File: src/rtl/s2mm_scheduler.sv
// s2mm_scheduler
//   Sequences one stream-to-memory transfer. A CSR start latches the
//   command, kicks the AXI write master once, and lets the RX stream into
//   the FIFO. Framing (TLAST position) and write-master status are then
//   watched until the transfer completes or fails.
//
// Ports
//   clk, rst              single clock, synchronous active-high reset
//   start_i, dst_addr_i,
//   len_bytes_i,
//   max_beats_i           CSR command, sampled when a start is accepted
//   wr_start_o            1-cycle kick to the write master
//   wr_dst_addr_o,
//   wr_len_bytes_o,
//   wr_max_beats_o        latched command fields for the write master
//   wr_done_i, wr_err_i,
//   wr_err_code_i         write-master status (wr_done_i is a pulse)
//   rx_enable_o           allows the stream RX to push beats
//   push_fire_i, tlast_i  one beat pushed; tlast_i qualifies that beat
//   dma_busy_o, dma_done_o,
//   dma_err_o,
//   dma_err_code_o,
//   dma_err_src_o         transfer status (src 0 = write master, 1 = framing/cmd)
//   dbg_state_o           current FSM state for observation
//
// Handshake note: there is no valid/ready pair here. A beat exists only in
// the cycle push_fire_i is high, and it is counted only while rx_enable_o
// is high in that same cycle; pushes at any other time are discarded.
module s2mm_scheduler #(
    parameter int AW = 32,
    parameter int DW = 64
) (
    input  logic          clk,
    input  logic          rst,
    input  logic          start_i,
    input  logic [AW-1:0] dst_addr_i,
    input  logic [31:0]   len_bytes_i,
    input  logic [7:0]    max_beats_i,
    output logic          wr_start_o,
    output logic [AW-1:0] wr_dst_addr_o,
    output logic [31:0]   wr_len_bytes_o,
    output logic [7:0]    wr_max_beats_o,
    input  logic          wr_done_i,
    input  logic          wr_err_i,
    input  logic [1:0]    wr_err_code_i,
    output logic          rx_enable_o,
    input  logic          push_fire_i,
    input  logic          tlast_i,
    output logic          dma_busy_o,
    output logic          dma_done_o,
    output logic          dma_err_o,
    output logic [1:0]    dma_err_code_o,
    output logic          dma_err_src_o,
    output logic [2:0]    dbg_state_o
);

    localparam logic [31:0] BPB = 32'(DW / 8);

    typedef enum logic [2:0] {
        S_IDLE    = 3'd0,
        S_KICK_WR = 3'd1,
        S_RUN     = 3'd2,
        S_DONE    = 3'd3,
        S_ERR     = 3'd4
    } state_t;

    state_t        st_q, st_d;
    logic [AW-1:0] dst_addr_q;
    logic [31:0]   len_bytes_q;
    logic [7:0]    max_beats_q;
    logic [31:0]   beats_total_q;
    logic [31:0]   beats_recv_q;
    logic          wr_done_seen_q;
    logic          err_q, err_d;
    logic [1:0]    err_code_q, err_code_d;
    logic          err_src_q, err_src_d;

    logic start_ok;
    logic push_cnt;
    logic last_beat;

    assign start_ok  = start_i && ((st_q == S_IDLE) || (st_q == S_ERR));
    assign push_cnt  = push_fire_i && rx_enable_o;
    assign last_beat = (beats_recv_q == (beats_total_q - 32'd1));

    // State and error-status register
    always_ff @(posedge clk) begin
        if (rst) begin
            st_q       <= S_IDLE;
            err_q      <= 1'b0;
            err_code_q <= 2'b00;
            err_src_q  <= 1'b0;
        end else begin
            st_q       <= st_d;
            err_q      <= err_d;
            err_code_q <= err_code_d;
            err_src_q  <= err_src_d;
        end
    end

    // Next-state and error capture
    always_comb begin
        st_d       = st_q;
        err_d      = err_q;
        err_code_d = err_code_q;
        err_src_d  = err_src_q;
        unique case (st_q)
            S_IDLE, S_ERR: begin
                if (start_ok) begin
                    err_d      = 1'b0;
                    err_code_d = 2'b00;
                    err_src_d  = 1'b0;
                    if (len_bytes_i == 32'd0) begin
                        st_d = S_DONE;
                    end else if ((len_bytes_i % BPB) != 32'd0) begin
                        st_d       = S_ERR;
                        err_d      = 1'b1;
                        err_code_d = 2'b11;
                        err_src_d  = 1'b1;
                    end else begin
                        st_d = S_KICK_WR;
                    end
                end
            end
            S_KICK_WR: st_d = S_RUN;
            S_RUN: begin
                // Write-master error outranks any framing error in the same cycle.
                if (wr_err_i) begin
                    st_d       = S_ERR;
                    err_d      = 1'b1;
                    err_code_d = wr_err_code_i;
                    err_src_d  = 1'b0;
                end else if (push_cnt && tlast_i && !last_beat) begin
                    st_d       = S_ERR;
                    err_d      = 1'b1;
                    err_code_d = 2'b01;
                    err_src_d  = 1'b1;
                end else if (push_cnt && last_beat && !tlast_i) begin
                    st_d       = S_ERR;
                    err_d      = 1'b1;
                    err_code_d = 2'b10;
                    err_src_d  = 1'b1;
                end else if (wr_done_seen_q && (beats_recv_q == beats_total_q)) begin
                    // Uses registered values, so completion lands one edge
                    // after the last of {final push, wr_done_i}.
                    st_d = S_DONE;
                end
            end
            S_DONE:  st_d = S_IDLE;
            default: st_d = S_IDLE;
        endcase
    end

    // Outputs
    always_comb begin
        wr_start_o     = (st_q == S_KICK_WR);
        rx_enable_o    = (st_q == S_RUN) && (beats_recv_q < beats_total_q);
        dma_busy_o     = (st_q != S_IDLE) && (st_q != S_ERR);
        dma_done_o     = (st_q == S_DONE);
        dma_err_o      = err_q;
        dma_err_code_o = err_code_q;
        dma_err_src_o  = err_src_q;
        wr_dst_addr_o  = dst_addr_q;
        wr_len_bytes_o = len_bytes_q;
        wr_max_beats_o = max_beats_q;
        dbg_state_o    = st_q;
    end

    // Command latch and beat bookkeeping
    always_ff @(posedge clk) begin
        if (rst) begin
            dst_addr_q     <= '0;
            len_bytes_q    <= 32'd0;
            max_beats_q    <= 8'd0;
            beats_total_q  <= 32'd0;
            beats_recv_q   <= 32'd0;
            wr_done_seen_q <= 1'b0;
        end else if (start_ok) begin
            dst_addr_q     <= dst_addr_i;
            len_bytes_q    <= len_bytes_i;
            max_beats_q    <= max_beats_i;
            beats_total_q  <= len_bytes_i / BPB;
            beats_recv_q   <= 32'd0;
            wr_done_seen_q <= 1'b0;
        end else if (st_q == S_RUN) begin
            if (push_cnt) begin
                beats_recv_q <= beats_recv_q + 32'd1;
            end
            if (wr_done_i) begin
                wr_done_seen_q <= 1'b1;
            end
        end
    end

endmodule

File: config.mk
export PLATFORM = sky130hd
export DESIGN_NAME = s2mm_scheduler
export DESIGN_NICKNAME = d
export VERILOG_FILES = /design/src/rtl/s2mm_scheduler.sv
export SDC_FILE = /design/constraint.sdc
export NUM_CORES = 1
export LEC_CHECK = 0
export CORE_MARGIN = 2
export CORE_UTILIZATION = 45
export DETAILED_ROUTE_END_ITERATION = 10
export PLACE_DENSITY = 0.74
export SYNTH_ARGS = -nofsm -noshare
export SYNTH_HDL_FRONTEND = slang
export SYNTH_SLANG_ARGS = --single-unit
File: constraint.sdc
create_clock -name clk -period 3.9 [get_ports clk]
set_clock_uncertainty 0.15 [all_clocks]
set_input_delay 0.585 -clock clk [delete_from_list [all_inputs] [get_ports clk]]
set_output_delay 0.585 -clock clk [all_outputs]
set_load 0.005 [all_outputs]
==> run summary, run 1 <==
The sum of overflow across all layers after global routing was 0; the count of nets after finishing was 1068. The first TritonRoute pass finished after 5 iterations. When the netlist entered floorplanning its net count stood at 914. The arrival time of the worst setup path is 3.82 ns. Buffers inserted during clock tree synthesis total 9. No sink is reached through more buffers than the 2 on the longest clock path. The most common flop cell mapped by yosys was sky130_fd_sc_hd__dfxtp_1.

At the end of routability-driven placement, the weighted congestion stood at 0.918. TritonCTS built the clock tree. Once detailed placement completed, the half-perimeter wirelength came to 14600 µm. The worst relative slew slack came out at 0.418. After clock tree synthesis, the clock-pin slew on the worst setup and hold paths is 0.08 ns.

Critical path capture point type: a flip-flop. The routed design has 19100 µm of wire. Cell area power density: 330 nW/µm². The run finished with clean final reports. Including well taps, the total number of placed cells is 1121. The type of the most critical hold path is flip-flop to flip-flop.

The total inserted antenna cells is 0, and the clock insertion delay at the later pin of the skew report is 0.36 ns. Of all nets on the critical path, the largest fanout is 8. The tools report the footprint of the flip-flops and latches as 2240 µm². The logs give 0 for the number of antenna violations at the first check in global routing and 0.466 for the effective utilization at floorplan. The busiest layer in global routing is met2.

Yosys mapped a number of flops with a built-in enable equal to 0. The overall via count from detail_route is 6153, and the transition time at the pin with the least slew margin is 0.865 ns. Critical path class: flip-flop to flip-flop. The logs give 0 for the number of antenna-violating nets in the routed design and 0.000318 V for the worst voltage drop across the vdd grid.

In the routed layout, each cell is associated on average with a via count of 5.41. The number of endpoints with negative hold slack in the final report is 0, and the post-detailed-route wirelength per cell is 16.8 µm. The tools report the distinct cell type count after synthesis as 65.

The die outline area was 14800 µm²; the average cell area after synthesis was 7.75 µm². Share of async-settable or async-resettable flops after synthesis: 0. Setup violations remaining at the end of the flow were counted as 0. Timing would allow up to 0.269 GHz. For the worst setup path, the data required time is 4.00 ns. In this run the cell area measured after placement is 8050 µm².

CTS built an H-tree with a depth of 3. Setup repair after global routing left no endpoint under its margin. The tools report the first-pass GRT wire length as 30300 µm. Input and output buffers added on the ports amount to 163. The number of max-cap violations is 0, and the top-level port count is 164. The logs give 802 for the cell count after synthesis and 2.77 mW for the power after layout.

The share of the clock period used by the worst path was 0.953; the core area was 13300 µm². The logs give 112 for the clock sink count and 3.20 nW for the leakage dissipation. The count of filler cells inserted in the layout is 1203. Entering global routing, the biggest net connects 74 pins. The setup TNS was 0 ns. The worst setup path is launched from a flip-flop.

After routing the design area is 8380 µm². The area added between synthesis and finish is 34.8%, and the combined global-route utilization of all metal layers is 0.262. The tools report the global routing met3 resource utilization as 0.102. The area of combinational cells with multiple inputs is 3690 µm². The max-slew violation total from the final report is 0, and the floorplan die height is 122 µm. In this run the core area contains 42 standard-cell rows. The tools report the area of the mapped netlist as 6220 µm². The routing usage on met2 was 0.432; the DRC marker count from the first detailed-route iteration was 409. For the post-route DRC violation count, the log shows 0. Horizontal die dimension: 122 µm.

The post-layout minimum cycle time is 3.72 ns. The root buffer cell is sky130_fd_sc_hd__clkbuf_16. After the flow finishes, the layout carries non-filler instances totaling 1137. The met1 track demand over resource is 0.326, and the share of post-route cells with drive strength above 1 is 0.0541. The number of warning messages in the yosys log came out at 0.

The run gives 0.361 as the post-synthesis sequential area ratio. In this run, synthesis produced a sequential element count of 112. The core occupancy in the finished layout is 0.628. The number of global-route vias before repair was 5883.
==> cell usage after synthesis (all sizes together), types with 5 or more instances <==
cell,number,area share
a21o,5,0.0060
a21oi,96,0.077
and2,9,0.0097
and3,11,0.011
and4,8,0.011
buf,5,0.0058
clkbuf,36,0.022
dfxtp,112,0.36
ha,31,0.062
inv,33,0.020
mux2i,6,0.0097
nand2,175,0.11
nand3,26,0.021
nand4,15,0.015
nor2,43,0.026
nor2b,5,0.0050
nor3,17,0.014
nor4,22,0.022
o21ai,9,0.0072
or3,10,0.010
or4,10,0.013
xnor2,25,0.035
xor2,28,0.039
==> cells in the final DEF (no fill, tap or decap), types with 5 or more instances in the layout <==
cell and count:
sky130_fd_sc_hd__mux2i_1 6, sky130_fd_sc_hd__or3_1 10, sky130_fd_sc_hd__clkdlybuf4s50_1 162, sky130_fd_sc_hd__ha_1 31, sky130_fd_sc_hd__and4_1 8, sky130_fd_sc_hd__a21oi_1 96, sky130_fd_sc_hd__dfxtp_1 112, sky130_fd_sc_hd__clkbuf_16 9
sky130_fd_sc_hd__a21o_1 5, sky130_fd_sc_hd__nand2_1 174, sky130_fd_sc_hd__nor3_1 15, sky130_fd_sc_hd__nand4_1 15, sky130_fd_sc_hd__nor4_1 22, sky130_fd_sc_hd__o21ai_0 9, sky130_fd_sc_hd__xor2_1 28, sky130_fd_sc_hd__nor2_1 43
sky130_fd_sc_hd__and2_1 7, sky130_fd_sc_hd__inv_1 33, sky130_fd_sc_hd__or4_1 8, sky130_fd_sc_hd__nand3_1 26, sky130_fd_sc_hd__buf_4 21, sky130_fd_sc_hd__and3_1 11, sky130_fd_sc_hd__xnor2_1 25, sky130_fd_sc_hd__nor2b_1 5
==> through the flow <==
step | setup WS (ns) | hold slack, ns
after floorplan | 0.270 | 0.279
after global placement | 0.242 | 0.290
after detailed placement | 0.219 | 0.296
after CTS | 0.212 | 0.307
after global routing | 0.0165 | 0.330
final | 0.185 | 0.304
==> critical path, cell delays in order, from the launching register on <==
cell and delay, ns:
sky130_fd_sc_hd__dfxtp_1 0.31, sky130_fd_sc_hd__or4_4 0.55, sky130_fd_sc_hd__or3_1 0.51, sky130_fd_sc_hd__or4_1 0.56, sky130_fd_sc_hd__a221oi_1 0.35, sky130_fd_sc_hd__o2111ai_1 0.19
sky130_fd_sc_hd__nor2_1 0.17, sky130_fd_sc_hd__mux2i_1 0.36, sky130_fd_sc_hd__nand2_1 0.10, sky130_fd_sc_hd__o311a_1 0.35
==> worst paths after layout <==
path | from | endpoint | slack [ns] | cells after the start
hold / removal | wr_len_bytes_o[2]$_SDFFE_PP0P_ | wr_len_bytes_o[2]$_SDFFE_PP0P_ | 0.30 | 2
setup reg to reg | wr_len_bytes_o[11]$_SDFFE_PP0P_ | dbg_state_o[2]$_SDFFE_PP0P_ | 0.18 | 9
hold reg to reg | wr_len_bytes_o[2]$_SDFFE_PP0P_ | wr_len_bytes_o[2]$_SDFFE_PP0P_ | 0.30 | 2
setup / recovery | wr_len_bytes_o[11]$_SDFFE_PP0P_ | dbg_state_o[2]$_SDFFE_PP0P_ | 0.18 | 9
==> cells by family (layout without fill, tap and decap cells) <==
family / after synthesis / count (layout) / share of synthesized area
AO/OA/AOI/OAI: 150 / 150 / 0.146
XOR/XNOR: 53 / 53 / 0.0747
adder cells (fa/ha/maj): 31 / 31 / 0.0624
buffers and inverters: 74 / 233 / 0.0475
flip-flops: 112 / 112 / 0.361
multiplexers: 6 / 6 / 0.00966
AND/OR/NAND/NOR: 376 / 376 / 0.299
==> state kept, by name (all words and copies together), names as in the netlist <==
register	count
wr_len_bytes_o	32
dbg_state_o	3
dma_err_src_o	1
beats_recv_q	32
dma_err_code_o	2
wr_dst_addr_o	32
dma_err_o	1
wr_done_seen_q	1
wr_max_beats_o	8
==> cell type report <==
cell class | count | share of cell area
Multi-Input combinational cell | 616 | 0.441
Sequential cell | 112 | 0.268
Timing Repair Buffer | 184 | 0.213
Clock buffer | 9 | 0.0269
Tap cell | 176 | 0.0263
Inverter | 33 | 0.0148
Clock inverter | 7 | 0.0112
==> routing by layer <==
layer / wire [µm] / vias up
met5: 0 / -
met4: 303 / 0
met3: 1930 / 19
met2: 8990 / 220
met1: 7850 / 2808
li1: - / 3106
==> where the power goes <==
group | switching [mW] | internal (mW)
Combinational | 0.261 | 0.276
Sequential | 0.0465 | 1.19
Clock | 0.477 | 0.520
==> what timing repair did <==
action	CTS	global route
hold buffers	0	0
setup buffers	0	0
setup endpoints to repair	0	3
gates resized for setup	0	2
Power figures use the tool's default switching activity.
==> inputs of run 2 (changes only) <==
--- a/config.mk
+++ b/config.mk
@@ -5,10 +5,13 @@
 export SDC_FILE = /design/constraint.sdc
 export NUM_CORES = 1
 export LEC_CHECK = 0
+export ABC_AREA = 1
+export CELL_PAD_IN_SITES_DETAIL_PLACEMENT = 0
+export CELL_PAD_IN_SITES_GLOBAL_PLACEMENT = 1
 export CORE_MARGIN = 2
-export CORE_UTILIZATION = 45
+export CORE_UTILIZATION = 35
 export DETAILED_ROUTE_END_ITERATION = 10
-export PLACE_DENSITY = 0.74
+export PLACE_DENSITY = 0.77
 export SYNTH_ARGS = -nofsm -noshare
 export SYNTH_HDL_FRONTEND = slang
 export SYNTH_SLANG_ARGS = --single-unit
==> constraint.sdc (replaced) <==
create_clock -name clk -period 3.55 [get_ports clk]
set_clock_uncertainty 0.15 [all_clocks]
set_input_delay 0.5325 -clock clk [delete_from_list [all_inputs] [get_ports clk]]
set_output_delay 0.5325 -clock clk [all_outputs]
set_load 0.005 [all_outputs]
==> run summary, run 2 <==
The run gives 2 as the maximum clock path buffer count. The area added between synthesis and finish is 31.7%, and the combined global-route utilization of all metal layers is 0.246. The power after layout was 3.13 mW. The number of I/O port buffers is 163, and the horizontal die dimension is 146 µm.

Using the TritonRoute via totals, the vias-per-cell ratio works out to 4.92. The post-layout minimum cycle time was 3.35 ns. The repair_antennas step left the layout with diodes totalling 0. After synthesis, the mean cell area works out to 6.28 µm². For the arrival time of the worst setup path, the log shows 2.67 ns.

Required time of the critical path: 2.87 ns. For the footprint of the flip-flops and latches, the log shows 2240 µm². The cell area power density came out at 335 nW/µm².

Setup repair after global routing left no endpoint under its margin. The type of the most critical hold path is flip-flop to flip-flop. In the layout the commonest cells are sky130_fd_sc_hd__nand2_1, sky130_fd_sc_hd__nor2_1, sky130_fd_sc_hd__clkdlybuf4s50_1. The run gives 0.316 as the post-synthesis sequential area ratio. STA classifies the critical path startpoint as a flip-flop.

After detailed placement, the total cell area comes to 9050 µm². The synthesized design spends more area on one cell type than any other, namely sky130_fd_sc_hd__dfxtp_1. The first routing iteration left 442 violations. The detail route stage leaves a number of antenna-violating nets equal to 0. The pin count of the biggest net entering global routing was 81. The area fraction of the dominant cell type after synthesis was 0.316. The core occupancy in the finished layout is 0.466, and the hold-fix buffer count after cts is 0.

The number of nets produced by synthesis is 1242. For this design the static power due to leakage is 4.08 nW. For the effective utilization at floorplan, the log shows 0.354.

The number of endpoints with negative hold slack in the final report is 0. In this run, synthesis inferred 0 flip-flops with an integrated enable. The tools report the die outline area as 21400 µm². The share of post-route cells with drive strength above 1 works out to 0.0481.

The core region is 20000 µm². The cell count after synthesis was 1130; the half-perimeter wire length after detailed placement was 20700 µm. The clock tree synthesis step divided the H-tree into 3 levels.

The run finished with clean final reports. Along the worst path, the maximum fanout reaches 6. At the later pin of the worst-skew pair, clock insertion delay measures 0.36 ns. The clock input transition at the sequential cells of the worst setup and hold paths was 0.07 ns; the top-level port count was 164. The finished cells cover 9340 µm². The die is 146 µm tall. The tools report the clock sink count as 112. The max-slew violation total from the final report is 0. The run gives 0 as the sum of overflow across all layers after global routing.

The logs give 1558 for the non-filler instance count after layout and 0 for the final number of setup-violating endpoints. Routability-driven placement finished with a final weighted congestion of 0.911. The number of flip-flops and latches in the synthesized netlist was 112. For this block, the via count after detailed routing is 7671. The worst voltage drop across the vdd grid is 0.000215 V, and the number of warning messages in the yosys log is 0. Critical path capture point type: a primary output.

The post-detailed-route wirelength per cell was 16.7 µm. By area the synthesized netlist is led by sky130_fd_sc_hd__dfxtp_1, sky130_fd_sc_hd__nand2_1, sky130_fd_sc_hd__nor2_1, sky130_fd_sc_hd__inv_1, sky130_fd_sc_hd__o21ai_0. Row generation in the floorplan step produced 52 rows. The post-route DRC violation count was 0.

The routed wire length was 26000 µm; the area of combinational cells with multiple inputs was 4210 µm². The share of async-settable or async-resettable flops after synthesis works out to 0. Worst relative slew slack: 0.483. For the pin with the worst max-slew slack, the measured transition is 0.775 ns.

The first detailed-routing pass ran for 5 iterations. The cell total after placement was 1542. TritonCTS built the clock tree. Count of nets after finishing: 1395.

The most used flip-flop cell after synthesis is sky130_fd_sc_hd__dfxtp_1. CTS placed an instance of sky130_fd_sc_hd__clkbuf_16 at the clock tree root. Timing would allow up to 0.298 GHz. The run gives 0 as the number of antenna violations at the first check in global routing. Most frequent cell after synthesis: sky130_fd_sc_hd__nand2_1. For the area of the mapped netlist, the log shows 7100 µm². The first global-routing pass estimated 41000 µm of wire.

Number of buffers created by CTS: 9. After filler insertion, the fill cell instance count of the layout stands at 2185. The number of global-route vias before repair came out at 7450. The share of the clock period used by the worst path is 0.944, and the number of max-cap violations is 0. Critical path class: flip-flop to primary output. The setup TNS came out at 0 ns. Distinct cell type count after synthesis: 34. Ranked by instance count, the synthesized netlist is headed by sky130_fd_sc_hd__nand2_1, sky130_fd_sc_hd__nor2_1, sky130_fd_sc_hd__inv_1, sky130_fd_sc_hd__dfxtp_1, sky130_fd_sc_hd__o21ai_0. The most common library cell in the layout ignoring fill and taps is sky130_fd_sc_hd__nand2_1.
## run 2: cell count changes after synthesis, moves of 25 or more
cell	change
sky130_fd_sc_hd__nor2_1	+166
sky130_fd_sc_hd__a21oi_1	-27
sky130_fd_sc_hd__o21ai_0	+79
sky130_fd_sc_hd__nand3_1	+25
sky130_fd_sc_hd__inv_1	+96
sky130_fd_sc_hd__nand2_1	+78
## run 2: area by class of cell
type | count | share of cell area
sequential | 112 | 0.240
clock buffer | 9 | 0.0241
timing repair buffer | 178 | 0.188
tap | 270 | 0.0362
clock inverter | 7 | 0.00670
inverter | 134 | 0.0538
multi-input combinational | 848 | 0.451
## run 2: kinds of logic (layout without fill, tap and decap cells)
| logic type | count (synthesis) | after routing | synth area share |
|---|---|---|---|
| and+or+nand+nor | 607 | 607 | 0.363 |
| buffers and inverters | 170 | 328 | 0.0912 |
| AOI/OAI and AO/OA | 165 | 165 | 0.119 |
| DFF | 112 | 112 | 0.316 |
| xor gates and xnor gates | 45 | 45 | 0.0555 |
| adders and majority gates | 31 | 31 | 0.0547 |
## run 2: routing by layer
layer | share of wire | track usage | vias up
met4 | 0.022 | 0.0718 | 0
met2 | 0.45 | 0.400 | 240
met5 | 0 | 0 | -
met3 | 0.083 | 0.0706 | 37
met1 | 0.45 | 0.317 | 3457
li1 | - | - | 3937
## run 2: repair_timing
item,4_1_cts,5_1_grt
endpoints found under the setup margin,0,1
buffers inserted,0,0
resized for setup,0,1
## run 2: stage by stage
| stage | setup WS [ns] | hold slack [ns] |
|---|---|---|
| 2_1_floorplan | 1.14 | 0.286 |
| 3_3_place_gp | 0.430 | 0.318 |
| 3_5_place_dp | 0.458 | 0.322 |
| 4_1_cts | 0.208 | 0.332 |
| 5_1_grt | 0.00312 | 0.376 |
| 6_report | 0.198 | 0.333 |
## run 2: worst max-delay path, stage by stage (launching register included)
cell and delay, ns:
sky130_fd_sc_hd__dfxtp_1 0.50, sky130_fd_sc_hd__inv_1 0.09, sky130_fd_sc_hd__ha_1 0.29, sky130_fd_sc_hd__nand2_1 0.05
sky130_fd_sc_hd__inv_1 0.06, sky130_fd_sc_hd__nand3_1 0.08, sky130_fd_sc_hd__nor3_1 0.25, sky130_fd_sc_hd__nand2_1 0.09
sky130_fd_sc_hd__nand2_1 0.16, sky130_fd_sc_hd__nand2_1 0.13, sky130_fd_sc_hd__and2_1 0.17, sky130_fd_sc_hd__clkdlybuf4s50_1 0.44
## run 2: worst paths after layout
kind	startpoint	end	slack (ns)	cells after the start
setup reg to reg	wr_len_bytes_o[10]$_SDFFE_PP0P_	dma_err_code_o[1]$_SDFFE_PP0P_	0.45	16
hold / removal	beats_recv_q[30]$_SDFFE_PP0P_	beats_recv_q[30]$_SDFFE_PP0P_	0.33	2
setup / recovery	wr_len_bytes_o[17]$_SDFFE_PP0P_	rx_enable_o	0.20	11
hold reg to reg	beats_recv_q[30]$_SDFFE_PP0P_	beats_recv_q[30]$_SDFFE_PP0P_	0.33	2
## run 2: power breakdown
| group | leakage (nW) | internal (mW) | switching, mW |
|---|---|---|---|
| Clock | 0.139 | 0.491 | 0.528 |
| Combinational | 3.02 | 0.329 | 0.389 |
| Sequential | 0.923 | 1.32 | 0.0712 |
